**config.mk**
```make
export PLATFORM = sky130hd
export DESIGN_NAME = tick_to_pulse_flat
export DESIGN_NICKNAME = d
export VERILOG_FILES = /design/src/rtl/tick_to_pulse_pkg.sv /design/src/rtl/tick_to_pulse_if.sv /design/src/rtl/sat_updown_counter.sv /design/src/rtl/tick_to_pulse.sv /design/src/flat_wrapper.sv
export SDC_FILE = /design/constraint.sdc
export NUM_CORES = 1
export LEC_CHECK = 0
export BUFFER_PORTS_ARGS = -buffer_cell sky130_fd_sc_hd__buf_4
export CORE_UTILIZATION = 50
export DETAILED_ROUTE_END_ITERATION = 16
export HOLD_SLACK_MARGIN = 0.1
export PLACE_DENSITY = 0.73
export REMOVE_ABC_BUFFERS = 1
export SYNTH_ARGS = -nofsm -noshare
export SYNTH_HDL_FRONTEND = slang
export SYNTH_SLANG_ARGS = --single-unit
```
**constraint.sdc**
```tcl
create_clock -name clk -period 2.5 [get_ports clk]
set_input_delay 0.125 -clock clk [delete_from_list [all_inputs] [get_ports clk]]
set_output_delay 0.125 -clock clk [all_outputs]
set_load 0.01 [all_outputs]
```
**src/rtl/tick_to_pulse_pkg.sv**
```systemverilog
// Shared definitions for the tick-to-pulse generator: state encoding,
// default timing parameters and a small elaboration-time helper.
package tick_to_pulse_pkg;

  typedef enum logic [1:0] {
    ST_IDLE = 2'd0,
    ST_HIGH = 2'd1,
    ST_LOW  = 2'd2
  } state_e;

  localparam int DEF_HIGH_CYCLES = 4;
  localparam int DEF_LOW_CYCLES  = 2;
  localparam int DEF_PEND_W      = 3;

  function automatic int max_int(input int a, input int b);
    return (a > b) ? a : b;
  endfunction

endpackage

```
**src/rtl/tick_to_pulse_if.sv**
```systemverilog
// Request/status bundle between a tick source and the pulse generator.
interface tick_to_pulse_if #(
  parameter int PEND_W = tick_to_pulse_pkg::DEF_PEND_W
);
  logic              tick;
  logic              sig;
  logic              busy;
  logic [PEND_W-1:0] pending;
  logic              overflow;

  modport master (output tick, input sig, busy, pending, overflow);
  modport slave  (input tick, output sig, busy, pending, overflow);
endinterface

```
**src/rtl/sat_updown_counter.sv**
```systemverilog
// Up/down counter clamped at 0 and 2**W-1; sat_hit is a registered one-cycle
// flag raised when an increment is refused at the top.
module sat_updown_counter #(
  parameter int W = 3
) (
  input  logic         clk,
  input  logic         reset_n,
  input  logic         inc,
  input  logic         dec,
  output logic [W-1:0] count,
  output logic         sat_hit
);
  localparam logic [W-1:0] MAX = '1;

  logic [W-1:0] count_q, count_d;
  logic         hit_q, hit_d;

  always_comb begin
    count_d = count_q;
    hit_d   = 1'b0;
    if (inc && !dec) begin
      if (count_q == MAX) hit_d   = 1'b1;
      else                count_d = count_q + 1'b1;
    end else if (dec && !inc && (count_q != '0)) begin
      count_d = count_q - 1'b1;
    end
  end

  always_ff @(posedge clk or negedge reset_n) begin
    if (!reset_n) begin
      count_q <= '0;
      hit_q   <= 1'b0;
    end else begin
      count_q <= count_d;
      hit_q   <= hit_d;
    end
  end

  assign count   = count_q;
  assign sat_hit = hit_q;
endmodule

```
**src/rtl/tick_to_pulse.sv**
```systemverilog
// Converts one-cycle ticks into fixed-width high pulses separated by a
// guaranteed low gap; ticks arriving mid-pulse are queued in a saturating count.
module tick_to_pulse
  import tick_to_pulse_pkg::*;
#(
  parameter int HIGH_CYCLES = DEF_HIGH_CYCLES,
  parameter int LOW_CYCLES  = DEF_LOW_CYCLES,
  parameter int PEND_W      = DEF_PEND_W
) (
  input  logic             clk,
  input  logic             reset_n,
  tick_to_pulse_if.slave   bus
);
  localparam int PH_W = $clog2(max_int(HIGH_CYCLES, LOW_CYCLES) + 1);
  localparam logic [PH_W-1:0] HIGH_LOAD = PH_W'(HIGH_CYCLES - 1);
  localparam logic [PH_W-1:0] LOW_LOAD  = PH_W'(LOW_CYCLES - 1);

  state_e            state_q, state_d;
  logic [PH_W-1:0]   phase_q, phase_d;
  logic              sig_q, sig_d;
  logic              busy_q, busy_d;
  logic              inc, dec, ovf;
  logic [PEND_W-1:0] pend;
  logic              phase_last, have_req;

  assign phase_last = (phase_q == '0);
  assign have_req   = (pend != '0);

  // phase_q counts down to 0 in each timed state; 0 marks the final cycle.
  always_comb begin
    state_d = state_q;
    phase_d = phase_q;
    inc     = 1'b0;
    dec     = 1'b0;
    case (state_q)
      ST_IDLE: begin
        if (bus.tick || have_req) begin
          state_d = ST_HIGH;
          phase_d = HIGH_LOAD;
          dec     = !bus.tick;
        end
      end
      ST_HIGH: begin
        inc = bus.tick;
        if (phase_last) begin
          state_d = ST_LOW;
          phase_d = LOW_LOAD;
        end else begin
          phase_d = phase_q - PH_W'(1);
        end
      end
      ST_LOW: begin
        if (phase_last && (bus.tick || have_req)) begin
          // back-to-back pulse: a same-cycle tick is used in place of a queued one
          state_d = ST_HIGH;
          phase_d = HIGH_LOAD;
          dec     = !bus.tick;
        end else begin
          inc = bus.tick;
          if (phase_last) begin
            state_d = ST_IDLE;
            phase_d = '0;
          end else begin
            phase_d = phase_q - PH_W'(1);
          end
        end
      end
      default: begin
        state_d = ST_IDLE;
        phase_d = '0;
      end
    endcase
    sig_d  = (state_d == ST_HIGH);
    busy_d = (state_d != ST_IDLE);
  end

  always_ff @(posedge clk or negedge reset_n) begin
    if (!reset_n) begin
      state_q <= ST_IDLE;
      phase_q <= '0;
      sig_q   <= 1'b0;
      busy_q  <= 1'b0;
    end else begin
      state_q <= state_d;
      phase_q <= phase_d;
      sig_q   <= sig_d;
      busy_q  <= busy_d;
    end
  end

  sat_updown_counter #(.W(PEND_W)) u_pend (
    .clk     (clk),
    .reset_n (reset_n),
    .inc     (inc),
    .dec     (dec),
    .count   (pend),
    .sat_hit (ovf)
  );

  assign bus.sig      = sig_q;
  assign bus.busy     = busy_q;
  assign bus.pending  = pend;
  assign bus.overflow = ovf;
endmodule

```
**src/flat_wrapper.sv**
```systemverilog
// flat-port wrapper written by rule: the top's interface ports become plain ports
module tick_to_pulse_flat import tick_to_pulse_pkg::*;
#(
  parameter int HIGH_CYCLES = DEF_HIGH_CYCLES,
  parameter int LOW_CYCLES  = DEF_LOW_CYCLES,
  parameter int PEND_W      = DEF_PEND_W
)
  (clk, reset_n, bus_tick, bus_sig, bus_busy, bus_pending, bus_overflow);
  tick_to_pulse_if #(.PEND_W(PEND_W)) bus_i ();
  input  logic clk;
  input  logic reset_n;
  input wire logic [$bits(bus_i.tick)-1:0] bus_tick;
  output wire logic [$bits(bus_i.sig)-1:0] bus_sig;
  output wire logic [$bits(bus_i.busy)-1:0] bus_busy;
  output wire logic [$bits(bus_i.pending)-1:0] bus_pending;
  output wire logic [$bits(bus_i.overflow)-1:0] bus_overflow;
  assign bus_i.tick = bus_tick;
  assign bus_sig = bus_i.sig;
  assign bus_busy = bus_i.busy;
  assign bus_pending = bus_i.pending;
  assign bus_overflow = bus_i.overflow;
  tick_to_pulse #(.HIGH_CYCLES(HIGH_CYCLES), .LOW_CYCLES(LOW_CYCLES), .PEND_W(PEND_W)) u_core (.clk(clk), .reset_n(reset_n), .bus(bus_i));
endmodule
```
==> run metrics <==
Synth area leaders dfrtp_1 (35%), ha_1 (9.4%), nor2_1 (4.7%); Adder-Cell Fraction of Synth Area between 10% and 20%; Core ar. 1490 um2; setup violators final 0; Pleak between 0.0004 and 0.0005 uW; port buffer count 8; Switching Share a little under half; Synth warnings 0; initial antenna violation count 0; Clock Path Buffers 2; internal reg-to-reg setup slack 140 ps; multi-input logic area 482 um2; diode count 0; share of synthesized flip-flops with an asynchronous set or reset 100%; DR vias 681; antenna-violating nets left 0; Post-DP HPWL roughly 1.1 mm; largest family of logic cells by synthesized area compound AO/OA/AOI/OAI gates; Initial Util a little over half; top cells by count, synth dfrtp_1 (11), nor2_1 (10), inv_1 (8); post-synth cell types 34; first-pass GRT wire length 2.53 mm; Crit Path Class flop to flop; PwrDens 1510 nW/um2; Worst R2R Path Depth 9; fraction of layout cells with a size suffix above 1 28.9%; IO Pins 9; number of max-cap violations 0; setup TNS 0 ps; Synth area leader dfrtp_1; CTS tree done; area delta synth->final 17.8%; CP Data Required Time about 2700 ps; fin crit period 2360 ps; part of the power in registers 26.7%; Fin. Hold Viols 0; Clk pin slew, worst setup/hold paths 70 ps; Clk Latency, worst-skew pair around 270 ps; WL/cell 14.4 um; Post-Syn Area 796 um2; Final Cycle Share a little over nine tenths; sequential cell area fraction in the yosys report approximately a third; fmax 423 MHz; Tightest Pin Transition ~460 ps; Worst VDD drop 0.738 mV; most common flop cell mapped by yosys dfrtp_1; largest net degree at the start of global routing 12; TritonCTS buffer count 3; worst r2r src u_core.state_q[0]; CTS root buf clkbuf_4; Overflow after GRT 0; r2r endpoint u_core.u_pend.count[1]; Compound-Gate Fraction of Synth Area 25.3%; Synth top area share 34.6%; Worst Path Max Fanout 5; Die X between 40 and 50 um; register area 275 um2; Simple-Gate Fraction of Synth Area 19.2%; WP data arrival between 2000 and 3000 ps; Iter 0 DRT Violations 8; Setup crit end kind flop; Slew Viols, Final 0; Rows 14; clk_skew 1.69 ps; DRC 0; number of global-route vias before repair 632; DRT Pass-1 Iters 4; status completed; depth of the CTS H-tree 1; post-synthesis mux area share 3.14%; CP Launch Type flop; Min-Delay Path Class input port to asynchronous set/reset pin; hold_ws about 220 ps; internal power 763 uW; top-count cell post-synth dfrtp_1; sw power 654 uW; Synth Area in XOR/XNOR 0%; Via density 6.03; Fillers 122; Post-synth EDFFs 0; Mean Syn Cell Area 9.59 um2; die height around 42 um; Comb power frac between 60% and 70%; GRT Overall Usage roughly a fifth; Final GP Congestion 0.877; Seq cells post-synth 11; Sink Count 11; Final nets 108; Clk pwr share 8.4%; Post-Synthesis Cells 83; routed wire length 1.62 mm; Slew HR 69.1%; die area 1760 um2
worst max-delay path: stages (launching register included):
cell and delay (ps):
dfrtp_1 390, buf_4 130, ha_2 220, nor2_2 90, nor3_4 210, inv_2 80, fa_1 500, inv_1 60
mux2_4 260, a222oi_1 300
power by group through the flow:
stage / clock, uW / sequential [uW] / combinational, uW
floorplan: 0 / 382 / 640
global placement: 0 / 379 / 830
detailed placement: 0 / 381 / 858
CTS: 124 / 381 / 859
global route: 132 / 390 / 1030
finish: 119 / 379 / 919
what timing repair did:
| item | in CTS | in global routing |
|---|---|---|
| hold buffers | 1 | 0 |
| setup buffers | 0 | 3 |
| endpoints found under the hold margin | 11 | 0 |
| resized for setup | 0 | 3 |
| setup endpoints to repair | 0 | 2 |
logic make-up after synthesis:
| kind of cell | count (synthesis) |
|---|---|
| compound gates | 25 |
| fa+ha+maj | 7 |
| buf+inv | 12 |
| flops | 11 |
| mux | 2 |
| simple gates | 26 |
cell usage in the layout, fill, tap and decap left out, drive strengths merged:
cell type,netlist,layout
a2111oi,1,1
a211o,1,1
a211oi,2,2
a21oi,5,5
a221o,1,1
a221oi,3,3
a222oi,1,1
a22o,2,2
a31o,2,2
buf,1,12
clkbuf,2,4
dfrtp,11,11
dlygate4sd3,0,1
fa,1,1
ha,6,6
inv,9,9
mux2,1,1
mux2i,1,1
nand2,4,4
nand2b,2,2
nand3,1,1
nand3b,1,1
nor2,11,11
nor2b,1,1
nor3,4,4
nor3b,1,1
nor4,1,1
o21ai,4,4
o21bai,2,2
o31ai,1,1
flip-flops by register name, indices dropped and copies added (netlist names):
name	cells
u_core.bus.busy	1
u_core.bus.sig	1
u_core.phase_q	3
u_core.state_q	2
u_core.u_pend.count	3
u_core.u_pend.sat_hit	1
how the worst max path moves through the flow:
stage,slack [ps],cells after the start,to,start
2_1_floorplan,150,9,u_core.u_pend.count[1],u_core.state_q[1]
3_3_place_gp,180,9,u_core.u_pend.count[1],u_core.state_q[1]
4_1_cts,90,9,u_core.u_pend.count[1],u_core.state_q[1]
5_1_grt,-3,9,u_core.u_pend.count[2],u_core.state_q[0]
6_report,140,9,u_core.u_pend.count[1],u_core.state_q[0]
3_5_place_dp,110,9,u_core.u_pend.count[1],u_core.state_q[1]
per-layer routing:
| metal | vias up | share of wire, % | track usage, % |
|---|---|---|---|
| li1 | 326 | - | - |
| met1 | 333 | 42 | 21.6 |
| met2 | 17 | 52 | 33.1 |
| met3 | 5 | 5.0 | 6.96 |
| met4 | 0 | 1.2 | 5.81 |
| met5 | - | 0 | 0 |
per-stage QoR:
step / area (um2) / total power [uW] / setup slack (ps) / util [%] / instances
after CTS: 907 / 1360 / 90.1 / 60.9 / 110
after floorplan: 783 / 1020 / 153 / - / 80
after global placement: 871 / 1210 / 181 / 58.5 / 105
after detailed placement: 871 / 1240 / 108 / 58.5 / 105
after global routing: 937 / 1550 / -3.48 / 62.9 / 113
final: 937 / 1420 / 137 / 62.9 / 113
area by class of cell:
class                      count  area share, %
inverter                       9           3.60
timing repair buffer          13           10.7
tap                           16           2.14
clock buffer                   4           2.80
multi-input combinational     60           51.4
sequential                    11           29.4
Power figures use the tool's default switching activity.
